## src/rtl/net_cfg_pkg.sv

```systemverilog
// rtl/net_cfg_pkg.sv - shared register map, bit positions and byte-swap helpers
package net_cfg_pkg;

    localparam logic [2:0] REG_IP      = 3'd0;
    localparam logic [2:0] REG_GW      = 3'd1;
    localparam logic [2:0] REG_SUBNET  = 3'd2;
    localparam logic [2:0] REG_MAC_LO  = 3'd3;
    localparam logic [2:0] REG_MAC_HI  = 3'd4;
    localparam logic [2:0] REG_CTRL    = 3'd5;
    localparam logic [2:0] REG_STATUS  = 3'd6;

    localparam int CTRL_COMMIT    = 0;
    localparam int CTRL_REVERT    = 1;
    localparam int STAT_PENDING   = 0;
    localparam int STAT_DIFF      = 1;

    // One interface's identity, stored in host packing ({B3..B0}, {B5..B0})
    typedef struct packed {
        logic [31:0] ip;
        logic [31:0] gw;
        logic [31:0] sn;
        logic [47:0] mac;
    } net_id_t;

    function automatic logic [31:0] swap32(input logic [31:0] x);
        return {x[7:0], x[15:8], x[23:16], x[31:24]};
    endfunction

    function automatic logic [47:0] swap48(input logic [47:0] x);
        return {x[7:0], x[15:8], x[23:16], x[31:24], x[39:32], x[47:40]};
    endfunction

endpackage

```

## src/rtl/net_config_if.sv

```systemverilog
// rtl/net_config_if.sv - shadow/active/pending state for one network interface
module net_config_if
    import net_cfg_pkg::*;
#(
    parameter logic [31:0] DEF_IP  = '0,
    parameter logic [31:0] DEF_GW  = '0,
    parameter logic [31:0] DEF_SN  = '0,
    parameter logic [47:0] DEF_MAC = '0
) (
    input  logic        clk,
    input  logic        rst_n,
    input  logic        wr_en_i,
    input  logic [2:0]  wr_reg_i,
    input  logic [31:0] wdata_i,
    input  logic        busy_i,
    output net_id_t     shadow_o,
    output net_id_t     active_o,
    output logic        pending_o,
    output logic        update_o
);

    localparam net_id_t DEF = '{ip: DEF_IP, gw: DEF_GW, sn: DEF_SN, mac: DEF_MAC};

    net_id_t shadow_q, shadow_d;
    net_id_t active_q, active_d;
    logic    pending_q, pending_d;
    logic    commit, revert, transfer;

    // Next-state: transfer uses the pre-write shadow; a revert cancels any transfer that cycle
    always_comb begin
        commit    = wr_en_i && (wr_reg_i == REG_CTRL) && wdata_i[CTRL_COMMIT];
        revert    = wr_en_i && (wr_reg_i == REG_CTRL) && wdata_i[CTRL_REVERT];
        transfer  = pending_q && !busy_i && !revert;
        active_d  = transfer ? shadow_q : active_q;
        shadow_d  = shadow_q;
        if (revert) begin
            shadow_d = active_q;
        end else if (wr_en_i) begin
            case (wr_reg_i)
                REG_IP:     shadow_d.ip         = wdata_i;
                REG_GW:     shadow_d.gw         = wdata_i;
                REG_SUBNET: shadow_d.sn         = wdata_i;
                REG_MAC_LO: shadow_d.mac[31:0]  = wdata_i;
                REG_MAC_HI: shadow_d.mac[47:32] = wdata_i[15:0];
                default:    ;
            endcase
        end
        if (revert || transfer) pending_d = 1'b0;
        else if (commit)        pending_d = 1'b1;
        else                    pending_d = pending_q;
    end

    // State registers, defaults restored on reset
    always_ff @(posedge clk or negedge rst_n) begin
        if (!rst_n) begin
            shadow_q  <= DEF;
            active_q  <= DEF;
            pending_q <= 1'b0;
        end else begin
            shadow_q  <= shadow_d;
            active_q  <= active_d;
            pending_q <= pending_d;
        end
    end

    assign shadow_o  = shadow_q;
    assign active_o  = active_q;
    assign pending_o = pending_q;
    assign update_o  = transfer;

endmodule

```

## src/rtl/net_config_block.sv

```systemverilog
// rtl/net_config_block.sv - programmable per-interface network identity store
module net_config_block
    import net_cfg_pkg::*;
#(
    parameter int                        C_NUM_IF      = 1,
    parameter logic [32*C_NUM_IF-1:0]    C_DEF_IP      = '0,
    parameter logic [32*C_NUM_IF-1:0]    C_DEF_GATEWAY = '0,
    parameter logic [32*C_NUM_IF-1:0]    C_DEF_SUBNET  = '0,
    parameter logic [48*C_NUM_IF-1:0]    C_DEF_MAC     = '0
) (
    input  logic                     aclk,
    input  logic                     aresetn,
    input  logic                     cfg_wr_en,
    input  logic [5:0]               cfg_addr,
    input  logic [31:0]              cfg_wdata,
    input  logic                     cfg_rd_en,
    output logic [31:0]              cfg_rdata,
    output logic                     cfg_rvalid,
    input  logic [C_NUM_IF-1:0]      net_busy,
    output logic [32*C_NUM_IF-1:0]   ip,
    output logic [32*C_NUM_IF-1:0]   gateway,
    output logic [32*C_NUM_IF-1:0]   subnet,
    output logic [48*C_NUM_IF-1:0]   mac,
    output logic [48*C_NUM_IF-1:0]   mac_big,
    output logic [C_NUM_IF-1:0]      cfg_update
);

    logic [2:0]          if_idx;
    logic [2:0]          reg_idx;
    net_id_t             shadow [C_NUM_IF];
    net_id_t             active [C_NUM_IF];
    logic [C_NUM_IF-1:0] pending;
    logic [31:0]         rd_mux;
    logic [31:0]         cfg_rdata_q;
    logic                cfg_rvalid_q;

    assign if_idx  = cfg_addr[5:3];
    assign reg_idx = cfg_addr[2:0];

    for (genvar g = 0; g < C_NUM_IF; g++) begin : g_if
        net_config_if #(
            .DEF_IP  (C_DEF_IP     [32*g +: 32]),
            .DEF_GW  (C_DEF_GATEWAY[32*g +: 32]),
            .DEF_SN  (C_DEF_SUBNET [32*g +: 32]),
            .DEF_MAC (C_DEF_MAC    [48*g +: 48])
        ) u_if (
            .clk       (aclk),
            .rst_n     (aresetn),
            .wr_en_i   (cfg_wr_en && (if_idx == 3'(g))),
            .wr_reg_i  (reg_idx),
            .wdata_i   (cfg_wdata),
            .busy_i    (net_busy[g]),
            .shadow_o  (shadow[g]),
            .active_o  (active[g]),
            .pending_o (pending[g]),
            .update_o  (cfg_update[g])
        );

        assign ip     [32*g +: 32] = swap32(active[g].ip);
        assign gateway[32*g +: 32] = swap32(active[g].gw);
        assign subnet [32*g +: 32] = swap32(active[g].sn);
        assign mac    [48*g +: 48] = swap48(active[g].mac);
        assign mac_big[48*g +: 48] = active[g].mac;
    end

    // Read mux over shadow state; unmatched interface index falls through to zero
    always_comb begin
        rd_mux = '0;
        for (int i = 0; i < C_NUM_IF; i++) begin
            if (if_idx == 3'(i)) begin
                case (reg_idx)
                    REG_IP:     rd_mux = shadow[i].ip;
                    REG_GW:     rd_mux = shadow[i].gw;
                    REG_SUBNET: rd_mux = shadow[i].sn;
                    REG_MAC_LO: rd_mux = shadow[i].mac[31:0];
                    REG_MAC_HI: rd_mux = {16'h0, shadow[i].mac[47:32]};
                    REG_STATUS: begin
                        rd_mux[STAT_PENDING] = pending[i];
                        rd_mux[STAT_DIFF]    = (shadow[i] != active[i]);
                    end
                    default:    rd_mux = '0;
                endcase
            end
        end
    end

    // Read response register: data captured one cycle after the strobe
    always_ff @(posedge aclk or negedge aresetn) begin
        if (!aresetn) begin
            cfg_rdata_q  <= '0;
            cfg_rvalid_q <= 1'b0;
        end else begin
            cfg_rvalid_q <= cfg_rd_en;
            if (cfg_rd_en) cfg_rdata_q <= rd_mux;
        end
    end

    assign cfg_rdata  = cfg_rdata_q;
    assign cfg_rvalid = cfg_rvalid_q;

endmodule
```

## config.mk

```make
export PLATFORM = sky130hd
export DESIGN_NAME = net_config_block
export DESIGN_NICKNAME = d
export VERILOG_FILES = /design/src/rtl/net_cfg_pkg.sv /design/src/rtl/net_config_if.sv /design/src/rtl/net_config_block.sv
export SDC_FILE = /design/constraint.sdc
export NUM_CORES = 1
export LEC_CHECK = 0
export ABC_CLOCK_PERIOD_IN_PS = 2800
export CORE_MARGIN = 2
export CORE_UTILIZATION = 40
export DETAILED_ROUTE_END_ITERATION = 12
export SLEW_MARGIN = 25
export SYNTH_ARGS = -nofsm -noshare
export SYNTH_HDL_FRONTEND = slang
export SYNTH_HIERARCHICAL = 1
export SYNTH_SLANG_ARGS = --single-unit
```

## constraint.sdc

```tcl
create_clock -name aclk -period 2.8 [get_ports aclk]
set_input_delay 0.56 -clock aclk [delete_from_list [all_inputs] [get_ports aclk]]
set_output_delay 0.56 -clock aclk [all_outputs]
set_load 0.02 [all_outputs]
```

==> impl_results.md <==
* Worst Reg2Reg Path Length in Cells at 6
* DR iter-0 viols at 1066
* Setup CP Type: input port to output port
* # nets final at approximately 1700
* Synth Register Bits at 322
* Gr ovfl total at 0
* Register area share after synthesis at 0.514
* Root buf cell: clkbuf_16
* Register Area at ~8000 µm²
* CP required at between 2 and 2.5 ns
* Most common cell after layout, fill and taps aside: dfrtp_1
* Slew @ Worst Pin at between 0.8 and 0.9 ns
* Routed len/inst at roughly 24 µm
* DRC at 0
* Avg Cell Area, Syn at 10.7 µm²
* Number of synthesized flops with an enable pin at 0
* Vias per Instance at between 5 and 6
* Mapped Nets at 1509
* Slew Limit Fails at 0
* Cell Rows at slightly above 70
* Setup Fix Bufs, Post-CTS at 0
* Lkg Pwr at roughly 8.8 nW
* Routed WL at 53700 µm
* Post-layout minimum cycle time at about 2.7 ns
* Num CTS Buffers at 36
* Reg-to-Reg Start: g_if[0].u_if/active_o[64]
* Final Util at 0.517
* Post-Route Skew at between 0.01 and 0.015 ns
* Filler cells at 3441
* Source of the critical timing path: cfg_addr[3]
* IO Pins at ~270
* WHS Path Cells at 2
* Clock Path Buffers at 3
* Crit. End Element: output port
* Std-Cell Core Area at between 30000 and 40000 µm²
* Startpoint Class: input port
* Endpoints failing setup at 0
* Worst min path class: flop to flop
* Pre-antenna DRT Iters at 5
* Cells after Synth at between 1000 and 1500
* P&R area growth vs syn at 27.6%
* Part of the cycle the worst path needs at 0.952
* Placer congestion estimate at roughly 0.88
* Pwr dens at 643 nW/µm²
* Max_cap viols at 0
* Beginning of the worst hold path: cfg_rdata[23]
* First-pass GRT wire length at 79400 µm
* Antenna-violating nets left at 0
* Max IR drop VDD at 0.468 mV
* Post-detail-place hpwl at 37900 µm
* CTS sink count at 322
* Total die area at between 40000 and 50000 µm²
* Crit path max fanout at 2
* Initial antenna violation count at 1
* Distinct cells, synth at between 40 and 50
* Most common flop cell mapped by yosys: dfrtp_1
* Worst-Skew Late Latency at 0.52 ns
* Reg2Reg Setup Slack at ~0.34 ns
* Status: complete, no violations
* Htree depth at 2
* Total Power at ~13 mW
* Relative max-transition margin at 0.443
* Die width at around 200 µm
* Via count of the routed design at ~12000
* Vias in the first global route at between 10000 and 15000
* Ys async rst share at 1.00
* Total GRT Usage at 0.260
* Largest net degree at the start of global routing at between 100 and 150
* TritonCTS clock tree: yes
* Multi-input logic area at ~6700 µm²
* Initial Util at 0.405
* Number of port buffers at roughly 270
* Inserted Diodes at 0
* Most frequent cells in the layout: dfrtp_1, clkdlybuf4s50_1, a21oi_1, nand2_1, mux2_2
* Hold Vio Cnt, Final at 0
* Crit path DAT at 2.11 ns
* Peak Freq at 375 MHz
* RSZ-0062 raised after global routing: no
* Die Y at a little over 200 µm
* Mapped Area at around 16000 µm²
* Clock transition at path regs at approximately 0.060 ns
* Share of cells above drive strength 1 at 0.130
* Yosys warning total at 6
==> sequential cells by signal, indices dropped and copies added, names as in the netlist <==
register,cells
g_if.u_if/active_o,144
g_if.u_if/shadow_o,144
cfg_rdata,32
cfg_rvalid,1
g_if.u_if/pending_o,1
==> timing repair <==
action,4_1_cts,5_1_grt
hold buffers,1,0
gates resized for setup,2,2
hold endpoints to repair,42,0
setup endpoints to repair,1,1
==> synthesized netlist by cell type, types with 23 or more instances <==
library cell,instances,area [µm²]
dfrtp_1,322,8060
o21ai_0,85,425
xor2_1,71,622
clkbuf_1,55,206
nor4_1,23,144
a21oi_1,190,951
mux2_1,49,552
a21boi_0,30,225
o22ai_1,33,206
mux2_2,95,1070
nand2_1,117,439
buf_4,58,435
xnor2_1,68,596
nor2_1,67,251
inv_1,40,150
a221oi_1,32,280
==> per-layer routing <==
metal,routed length [µm],global-route usage
met5,0,0
met2,24800,0.403
met3,3530,0.0450
met4,1610,0.0798
met1,23700,0.374
==> stage by stage <==
stage          instance area (µm²)  setup TNS [ns]  hold slack, ns  std cells  worst slack, ns
4_1_cts                      20000               0           0.529       2240         0.000943
3_3_place_gp                 18900          -33.56           0.501       2179           -0.296
5_1_grt                      20000               0           0.546       2240           0.0466
2_1_floorplan                15700               0           0.264       1466            0.217
6_report                     20000               0           0.525       2240            0.134
3_5_place_dp                 18900          -38.83           0.511       2179           -0.300
==> power by group <==
group          internal (mW)  switching (mW)
clock                   2.61            1.89
combinational           1.08            1.40
sequential              5.17           0.695
total                   8.86            3.99
==> final cells by class <==
cell class / count / area share
flip-flops and latches: 322 / 0.403
multi-input cells: 968 / 0.334
repair buffers: 331 / 0.168
clock buffers: 54 / 0.0530
well taps: 518 / 0.0324
inverters: 41 / 0.00770
clock inverters: 6 / 0.00188
==> worst max-delay path: stages <==
cell,delay (ns)
clkdlybuf4s50_1,0.48
nor3_2,0.05
and2_1,0.15
and3b_1,0.19
and2_4,0.17
nor3b_4,0.15
buf_4,0.18
clkbuf_2,0.18
==> cells by family (layout without fill, tap and decap cells) <==
group | Yosys count | count (layout) | share of synthesized area
simple gates | 257 | 257 | 0.0739
buf+inv | 176 | 432 | 0.0645
flops | 322 | 322 | 0.514
mux | 161 | 161 | 0.115
compound gates | 411 | 411 | 0.154
xor+xnor | 139 | 139 | 0.0777
==> path summary, 6_finish.rpt <==
kind / to
max in group asynchronous: g_if[0].u_if/shadow_o[25]
min in group asynchronous: g_if[0].u_if/shadow_o[10]
min reg2reg: cfg_rdata[23]
max reg2reg: cfg_rdata[1]
min: cfg_rdata[23]
max: cfg_update
(Power assumes the default switching activity.)
